[src/rtl/spi_master_if.sv]
`default_nettype none
// ============================================================================
//  Module      : spi_master_if
//  Description : Host handshake plus SPI pin bundle for spi_master.
//  Revision    : 1.0  initial release
// ============================================================================
interface spi_master_if;
    logic       start;
    logic [7:0] tx_data;
    logic       busy;
    logic       done;
    logic [7:0] rx_data;
    logic       SCK;
    logic       SSEL;
    logic       MOSI;
    logic       MISO;

    modport master (
        input  start, tx_data, MISO,
        output busy, done, rx_data, SCK, SSEL, MOSI
    );

    modport slave (
        output start, tx_data, MISO,
        input  busy, done, rx_data, SCK, SSEL, MOSI
    );
endinterface
`default_nettype wire

[src/rtl/spi_master.sv]
`default_nettype none
// ============================================================================
//  Module      : spi_master
//  Description : Mode-0 SPI byte master, MSB first, SCK half-period = CLK_DIV.
//                Define SPI_MASTER_BURST_EN to chain bytes under one SSEL.
//  Revision    : 1.0  initial release
// ============================================================================
module spi_master #(
    parameter int CLK_DIV = 4
) (
    input  logic         clk,
    input  logic         rst,
    spi_master_if.master bus
);

    generate
        if (CLK_DIV < 2 || CLK_DIV > 255) begin : g_bad_clk_div
            $error("spi_master: CLK_DIV must lie in 2..255");
        end
    endgenerate

    localparam logic [7:0] c_div_last = 8'(CLK_DIV - 1);

    localparam logic [2:0] c_idle   = 3'd0;
    localparam logic [2:0] c_setup  = 3'd1;
    localparam logic [2:0] c_sck_hi = 3'd2;
    localparam logic [2:0] c_sck_lo = 3'd3;
    localparam logic [2:0] c_hold   = 3'd4;
    localparam logic [2:0] c_gap    = 3'd5;

    logic [2:0] r_state;
    logic [7:0] r_div;
    logic [2:0] r_bit;
    logic [6:0] r_tx;
    logic [7:0] r_rx;
    logic [7:0] r_rx_data;
    logic       r_sck;
    logic       r_ssel;
    logic       r_mosi;
    logic       r_busy;
    logic       r_done;
    logic       w_div_done;

    assign w_div_done = (r_div == c_div_last);

    always_ff @(posedge clk or posedge rst) begin
        if (rst) begin
            r_state   <= c_idle;
            r_div     <= 8'd0;
            r_bit     <= 3'd0;
            r_tx      <= 7'd0;
            r_rx      <= 8'd0;
            r_rx_data <= 8'h00;
            r_sck     <= 1'b0;
            r_ssel    <= 1'b1;
            r_mosi    <= 1'b0;
            r_busy    <= 1'b0;
            r_done    <= 1'b0;
        end else begin
            r_done <= 1'b0;
            case (r_state)
                c_idle: begin
                    r_div  <= 8'd0;
                    r_bit  <= 3'd0;
                    r_sck  <= 1'b0;
                    r_ssel <= 1'b1;
                    r_mosi <= 1'b0;
                    r_busy <= 1'b0;
                    if (bus.start) begin
                        r_state <= c_setup;
                        r_tx    <= bus.tx_data[6:0];
                        r_mosi  <= bus.tx_data[7];
                        r_ssel  <= 1'b0;
                        r_busy  <= 1'b1;
                    end
                end
                c_setup: begin
                    if (w_div_done) begin
                        r_div   <= 8'd0;
                        r_sck   <= 1'b1;
                        r_state <= c_sck_hi;
                    end else begin
                        r_div <= r_div + 8'd1;
                    end
                end
                c_sck_hi: begin
                    if (w_div_done) begin
                        // Falling edge: capture MISO, then present the next bit.
                        r_div <= 8'd0;
                        r_sck <= 1'b0;
                        r_rx  <= {r_rx[6:0], bus.MISO};
                        if (r_bit == 3'd7) begin
                            r_state <= c_hold;
                        end else begin
                            r_state <= c_sck_lo;
                            r_bit   <= r_bit + 3'd1;
                            r_mosi  <= r_tx[6];
                            r_tx    <= {r_tx[5:0], 1'b0};
                        end
                    end else begin
                        r_div <= r_div + 8'd1;
                    end
                end
                c_sck_lo: begin
                    if (w_div_done) begin
                        r_div   <= 8'd0;
                        r_sck   <= 1'b1;
                        r_state <= c_sck_hi;
                    end else begin
                        r_div <= r_div + 8'd1;
                    end
                end
                c_hold: begin
                    if (w_div_done) begin
                        r_div     <= 8'd0;
                        r_done    <= 1'b1;
                        r_rx_data <= r_rx;
                        r_mosi    <= 1'b0;
                        r_state   <= c_gap;
`ifndef SPI_MASTER_BURST_EN
                        r_ssel    <= 1'b1;
`endif
                    end else begin
                        r_div <= r_div + 8'd1;
                    end
                end
                c_gap: begin
`ifdef SPI_MASTER_BURST_EN
                    // SSEL stays low through the done cycle so a chained start keeps the slave selected.
                    if (r_done && bus.start) begin
                        r_state <= c_setup;
                        r_div   <= 8'd0;
                        r_bit   <= 3'd0;
                        r_tx    <= bus.tx_data[6:0];
                        r_mosi  <= bus.tx_data[7];
                    end else begin
                        r_ssel <= 1'b1;
                        if (w_div_done) begin
                            r_div   <= 8'd0;
                            r_busy  <= 1'b0;
                            r_state <= c_idle;
                        end else begin
                            r_div <= r_div + 8'd1;
                        end
                    end
`else
                    if (w_div_done) begin
                        r_div   <= 8'd0;
                        r_busy  <= 1'b0;
                        r_state <= c_idle;
                    end else begin
                        r_div <= r_div + 8'd1;
                    end
`endif
                end
                default: begin
                    r_state <= c_idle;
                end
            endcase
        end
    end

    assign bus.SCK     = r_sck;
    assign bus.SSEL    = r_ssel;
    assign bus.MOSI    = r_mosi;
    assign bus.busy    = r_busy;
    assign bus.done    = r_done;
    assign bus.rx_data = r_rx_data;

endmodule
`default_nettype wire

[src/flat_wrapper.sv]
// flat-port wrapper written by rule: the top's interface ports become plain ports
module spi_master_flat 
#(
    parameter int CLK_DIV = 4
)
  (clk, rst, bus_start, bus_tx_data, bus_MISO, bus_busy, bus_done, bus_rx_data, bus_SCK, bus_SSEL, bus_MOSI);
  spi_master_if bus_i ();
  input  logic clk;
  input  logic rst;
  input wire logic [$bits(bus_i.start)-1:0] bus_start;
  input wire logic [$bits(bus_i.tx_data)-1:0] bus_tx_data;
  input wire logic [$bits(bus_i.MISO)-1:0] bus_MISO;
  output wire logic [$bits(bus_i.busy)-1:0] bus_busy;
  output wire logic [$bits(bus_i.done)-1:0] bus_done;
  output wire logic [$bits(bus_i.rx_data)-1:0] bus_rx_data;
  output wire logic [$bits(bus_i.SCK)-1:0] bus_SCK;
  output wire logic [$bits(bus_i.SSEL)-1:0] bus_SSEL;
  output wire logic [$bits(bus_i.MOSI)-1:0] bus_MOSI;
  assign bus_i.start = bus_start;
  assign bus_i.tx_data = bus_tx_data;
  assign bus_i.MISO = bus_MISO;
  assign bus_busy = bus_i.busy;
  assign bus_done = bus_i.done;
  assign bus_rx_data = bus_i.rx_data;
  assign bus_SCK = bus_i.SCK;
  assign bus_SSEL = bus_i.SSEL;
  assign bus_MOSI = bus_i.MOSI;
  spi_master #(.CLK_DIV(CLK_DIV)) u_core (.clk(clk), .rst(rst), .bus(bus_i));
endmodule
[config.mk]
export PLATFORM = sky130hd
export DESIGN_NAME = spi_master_flat
export DESIGN_NICKNAME = d
export VERILOG_FILES = /design/src/rtl/spi_master_if.sv /design/src/rtl/spi_master.sv /design/src/flat_wrapper.sv
export SDC_FILE = /design/constraint.sdc
export NUM_CORES = 1
export LEC_CHECK = 0
export CORE_MARGIN = 3
export CORE_UTILIZATION = 43
export DETAILED_ROUTE_END_ITERATION = 16
export GPL_TIMING_DRIVEN = 0
export SLEW_MARGIN = 20
export SYNTH_ARGS = -nofsm -noshare
export SYNTH_HDL_FRONTEND = slang
export SYNTH_SLANG_ARGS = --single-unit
[constraint.sdc]
create_clock -name clk -period 2.6 [get_ports clk]
set_input_delay 0.78 -clock clk [delete_from_list [all_inputs] [get_ports clk]]
set_output_delay 0.78 -clock clk [all_outputs]
set_load 0.005 [all_outputs]
## Word-level counts from Yosys, hierarchy flattened

Index checks and enable logic that the tools add are counted.

- Register bits: 42
- Input port bits: 12
- Logic and storage cells: 73

- $add $sub $neg: 2
- Equal/unequal tests: 13
- Muxes and demuxes: 29
- Reductions and logical operators: 18

Operator list:

| cell | number |
|---|---|
| 3-bit two-way mux | 8 |
| 7-bit two-way mux | 3 |
| 8-bit case mux with 2 select lines | 1 |
| 3-bit case mux with 5 select lines | 1 |
| 7-bit case mux with 2 select lines | 1 |
| 3-bit equality test, second input constant | 3 |
| 1-bit two-way mux | 9 |
| 8-bit by 1-bit adder with 8-bit output, second input constant | 1 |
| 8-bit by 2-bit equality test with 1-bit output, second input constant | 1 |
| 8-bit two-way mux | 1 |
| 2-bit by 1-bit != test with 1-bit output, second input constant | 4 |
| 2-bit AND reduction | 4 |
| 4-bit AND reduction | 2 |
| 2-bit nonzero test | 4 |
| 3-bit by 2-bit equality test with 1-bit output, second input constant | 2 |
| 1-bit case mux with 3 select lines | 2 |
| 3-bit case mux with 2 select lines | 1 |
| 3-bit AND reduction | 2 |
| 3-bit nonzero test | 2 |
| 5-bit AND reduction | 1 |
| 5-bit OR reduction | 1 |
| 2-bit != test, second input constant | 2 |
| 1-bit case mux with 2 select lines | 2 |
| 3-bit by 1-bit adder with 3-bit output, second input constant | 1 |
| other kinds (3) | 3 |

## Depth between registers and ports, before layout

- Depth in word-level cells: 4
- Gate-level depth with buffers: 7
- Mapped depth without buffers: 6

## Worst setup path after synthesis

OpenSTA, ideal clock, no wires.

- Path kind: register to register
- From: register u_core.r_bit[0]
- To: register u_core.r_tx[1]
- Library setup time: 125 ps
- Arrival time: 1,819 ps
- Path slack: 656 ps
- Stages on the path, launching flop included: 8
- Clock period less this slack: 1,944 ps
- Path through: dfrtp_1 ha_1 ha_1 nor4_1 a31oi_1 nand2b_1 clkbuf_1 mux2_2

- Cells in the longest elaborated chain, start to end: 3

Ends and longest elaborated chain:

| item | line | text |
|---|---|---|
| start: declaration | spi_master.sv:33 | `logic [2:0] r_bit;` |
| start signal: assignment | spi_master.sv:96 | `r_bit <= r_bit + 3'd1;` |
| 3-bit equality test | spi_master.sv:92 | `if (r_bit == 3'd7) begin` |
| 2-bit != test (no line) | n/a |  |
| 4-bit AND reduction (no line) | n/a |  |
| end signal: assignment | spi_master.sv:71 | `r_tx <= bus.tx_data[6:0];` |
| end signal: assignment | spi_master.sv:98 | `r_tx <= {r_tx[5:0], 1'b0};` |
| end: declaration | spi_master.sv:34 | `logic [6:0] r_tx;` |

Every way passes these cells.
A chain may end at the register's enable or synchronous reset.

## Worst setup path in the final report

- From: input port bus_start
- To: register u_core.r_tx[2]

- Cells in the longest elaborated chain, start to end: 2

Ends and longest elaborated chain:

| item | line | text |
|---|---|---|
| start: declaration | flat_wrapper.sv:10 | `input wire logic [$bits(bus_i.start)-1:0] bus_start;` |
| 2-bit != test (no line) | n/a |  |
| 4-bit AND reduction (no line) | n/a |  |

Every way passes these cells.

==> impl_metrics.py <==
metrics = {
    "placement": {
        "hpwl_um": 2810,
        "port_buffers": 24,
        "dp_slack_ns": -0.0592,
        "place.gp.congestion": 0.833,
    },
    "sta": {
        "rsz0062_at_grt": "no",
        "tightest_slew_ns": 0.693,
        "fin_crit_ns": 2.36,
        "slew_headroom_pct": 53.4,
        "layout_worst_path_cycle_share_pct": 90.8,
        "setup-violations-final": 0,
        "hold_violations": 0,
        "setup_tns_ns": 0,
        "slew_violations": 0,
        "fin_skew_ns": 0.00722,
        "setup_ws_ns": 0.239,
        "fmax_mhz": 424,
    },
    "clock_tree": {
        "clkTransAtPathRegs_ns": 0.08,
        "post-cts-setup-buffers": 0,
        "cts.sinks": 42,
        "h-tree-depth": 2,
        "cts_resized": 0,
        "clock_latency_ns": 0.29,
        "clockRootBuffer": "clkbuf_8",
        "hold_buffers": 0,
        "tritoncts": "built",
        "clk_path_buf_depth": 2,
        "cts_buffers": 5,
    },
    "floorplan": {
        "start_util_pct": 45.4,
        "num_rows": 24,
        "fp.dieW_um": 74.2,
        "boundaryPins": 25,
        "dieArea_sq_um": 5510,
        "core_region_area_sq_um": 4410,
        "die_h_um": 74.2,
    },
    "logic_synthesis": {
        "synth_area_per_cell_sq_um": 12.2,
        "synth_cells": 164,
        "synth_edf_count": 0,
        "syn_area_sq_um": 2000,
        "ys.flop_type": "dfrtp_1",
        "synth_seq_area_share_pct": 52.6,
        "synth_compound_area_share_pct": 13.1,
        "synth.mux.area_fraction_pct": 17.8,
        "async_reset_ff_share_pct": 100,
        "synth_seq_cells": 42,
        "synth.distinct_cells": 43,
        "yosysWarningCount": 0,
        "synth_adder_area_share_pct": 1.88,
        "yosys.area_share.simple_pct": 11.7,
        "synth_top_family_by_area": "multiplexers",
        "synth_xor_area_share_pct": 0.437,
        "syn_nets": 179,
    },
    "setup_path": {
        "crit_arrival_ns": 2.54,
        "crit_fanout": 6,
        "end_kind": "flop",
        "cp.required_ns": 2.78,
        "cp-start-kind": "input pin",
        "path_class": "input pin to flop",
    },
    "power": {
        "p_leak_uw": 0.00112,
        "power_density_nw_per_um2": 472,
        "vdd_drop_max_v": 0.000232,
    },
    "cells_and_area": {
        "final_common_cell": "dfrtp_1",
        "nFillCells": 394,
        "diodes": 0,
        "drive_gt1_share_pct": 23.4,
        "finish.net_count": 211,
        "area_growth_pct": 20.8,
        "final_cell_mix": "41 x dfrtp_1, 24 x clkdlybuf4s50_1, 20 x mux2_2",
    },
    "drt": {
        "drtIter0Drc": 57,
        "antenna_left": 0,
        "wl_per_cell_um": 16.2,
        "vias": 1442,
        "drtPass1Iterations": 4,
        "drc": 0,
        "avgViaCountPerCell": 5.79,
        "drt-total-wl_um": 4020,
    },
    "run_status": {
        "status": "finished, final reports clean",
    },
    "global_route": {
        "grt_usage_pct": 15.5,
        "antenna_found_initial": 0,
        "grt_max_degree": 26,
        "grt-ovfl-total": 0,
        "first_global_vias": 1394,
        "grt_pass1_wl_um": 6530,
    },
    "min_path": {
        "min_path_type": "flop to flop",
    },
    "flow_run": {
        "maxCapViolCount": 0,
    },
}
cell usage after synthesis (2+ instances only):
cell type / instances / share of area, %
dfrtp_1: 41 / 51
mux2_2: 20 / 11
a21oi_1: 9 / 2.2
mux2_4: 8 / 6.0
nand2_1: 7 / 1.3
a31oi_1: 6 / 1.9
clkbuf_1: 5 / 0.94
nand2b_1: 5 / 1.6
nand3_1: 5 / 1.2
a22o_1: 4 / 1.7
nor2_1: 4 / 0.75
o21ai_0: 4 / 1.0
a21o_1: 3 / 1.1
and3_1: 3 / 0.94
ha_1: 3 / 1.9
inv_1: 3 / 0.56
nor3_1: 3 / 0.75
a2bb2oi_1: 2 / 0.88
buf_2: 2 / 0.50
nand3b_1: 2 / 0.75
nor2b_1: 2 / 0.62
o2bb2ai_1: 2 / 0.88
where the power goes:
group	switching (uW)	total [uW]	internal (uW)	leakage [uW]
Clock	222	436	214	0.0000482
Combinational	18.3	43.2	24.9	0.000526
Sequential	3.99	662	658	0.000542
registers in the layout, summed over array words and instances, names as in the netlist:
| signal | flops |
|---|---|
| u_core.bus.rx_data | 8 |
| u_core.r_div | 8 |
| u_core.r_rx | 8 |
| u_core.r_tx | 7 |
| u_core.r_bit | 3 |
| u_core.r_state | 3 |
| u_core.bus.MOSI | 1 |
| u_core.bus.SCK | 1 |
| u_core.bus.SSEL | 1 |
| u_core.bus.busy | 1 |
| u_core.bus.done | 1 |
through the flow:
step | utilization (%) | total power [uW] | cell area [sq um] | hold WS, ns | std cells
5_1_grt | 54.8 | 1190 | 2420 | 0.524 | 249
2_1_floorplan | - | 693 | 2000 | 0.462 | 164
3_3_place_gp | 52.3 | 715 | 2310 | 0.480 | 240
3_5_place_dp | 52.7 | 720 | 2330 | 0.492 | 241
4_1_cts | 54.8 | 1150 | 2420 | 0.511 | 249
6_report | 54.8 | 1140 | 2420 | 0.506 | 249
layer usage:
layer / share of wire, % / vias up / track usage, % / wire length, um
met5: 0 / - / 0 / 0
met4: 0.75 / 0 / 5.34 / 30
met3: 5.7 / 2 / 4.59 / 231
met2: 49 / 49 / 25.0 / 1950
met1: 45 / 726 / 20.1 / 1810
li1: - / 665 / - / -
cell families (layout without fill, tap and decap cells):
kind of cell,count (synthesis),after routing
DFF,42,42
and+or+nand+nor,40,40
AOI/OAI and AO/OA,38,38
muxes,29,29
buffers and inverters,11,44
adders and majority gates,3,3
xor gates and xnor gates,1,1
worst max-delay path, stage by stage:
cell and delay [ns]:
clkdlybuf4s50_1 0.50, nor2b_1 0.19, a31oi_1 0.27, nand2b_1 0.15, clkbuf_1 0.27, mux2_2 0.37
area by class of cell:
class	count	area [sq um]	share of cell area, %
sequential	42	1050	43.5
buffer	8	40.0	1.66
multi-input combinational	111	898	37.1
timing repair buffer	25	260	10.8
tap	52	65.1	2.69
clock buffer	7	86.3	3.57
inverter	3	11.3	0.466
clock inverter	1	5.00	0.207
path summary, 6_finish.rpt:
check / start / end / slack, ns / cells after the start
hold reg to reg: u_core.bus.SSEL$_DFFE_PP1P_ / u_core.bus.SSEL$_DFFE_PP1P_ / 0.51 / 1
min in group asynchronous: rst / u_core.bus.done$_DFF_PP0_ / 0.78 / 2
max in group asynchronous: rst / u_core.bus.SSEL$_DFFE_PP1P_ / 1.28 / 3
setup / recovery: bus_start / u_core.r_tx[2]$_DFFE_PP0P_ / 0.24 / 6
hold / removal: u_core.bus.SSEL$_DFFE_PP1P_ / u_core.bus.SSEL$_DFFE_PP1P_ / 0.51 / 1
setup reg to reg: u_core.r_bit[0]$_DFFE_PP0P_ / u_core.r_tx[2]$_DFFE_PP0P_ / 0.26 / 7
(Power assumes the default switching activity.)
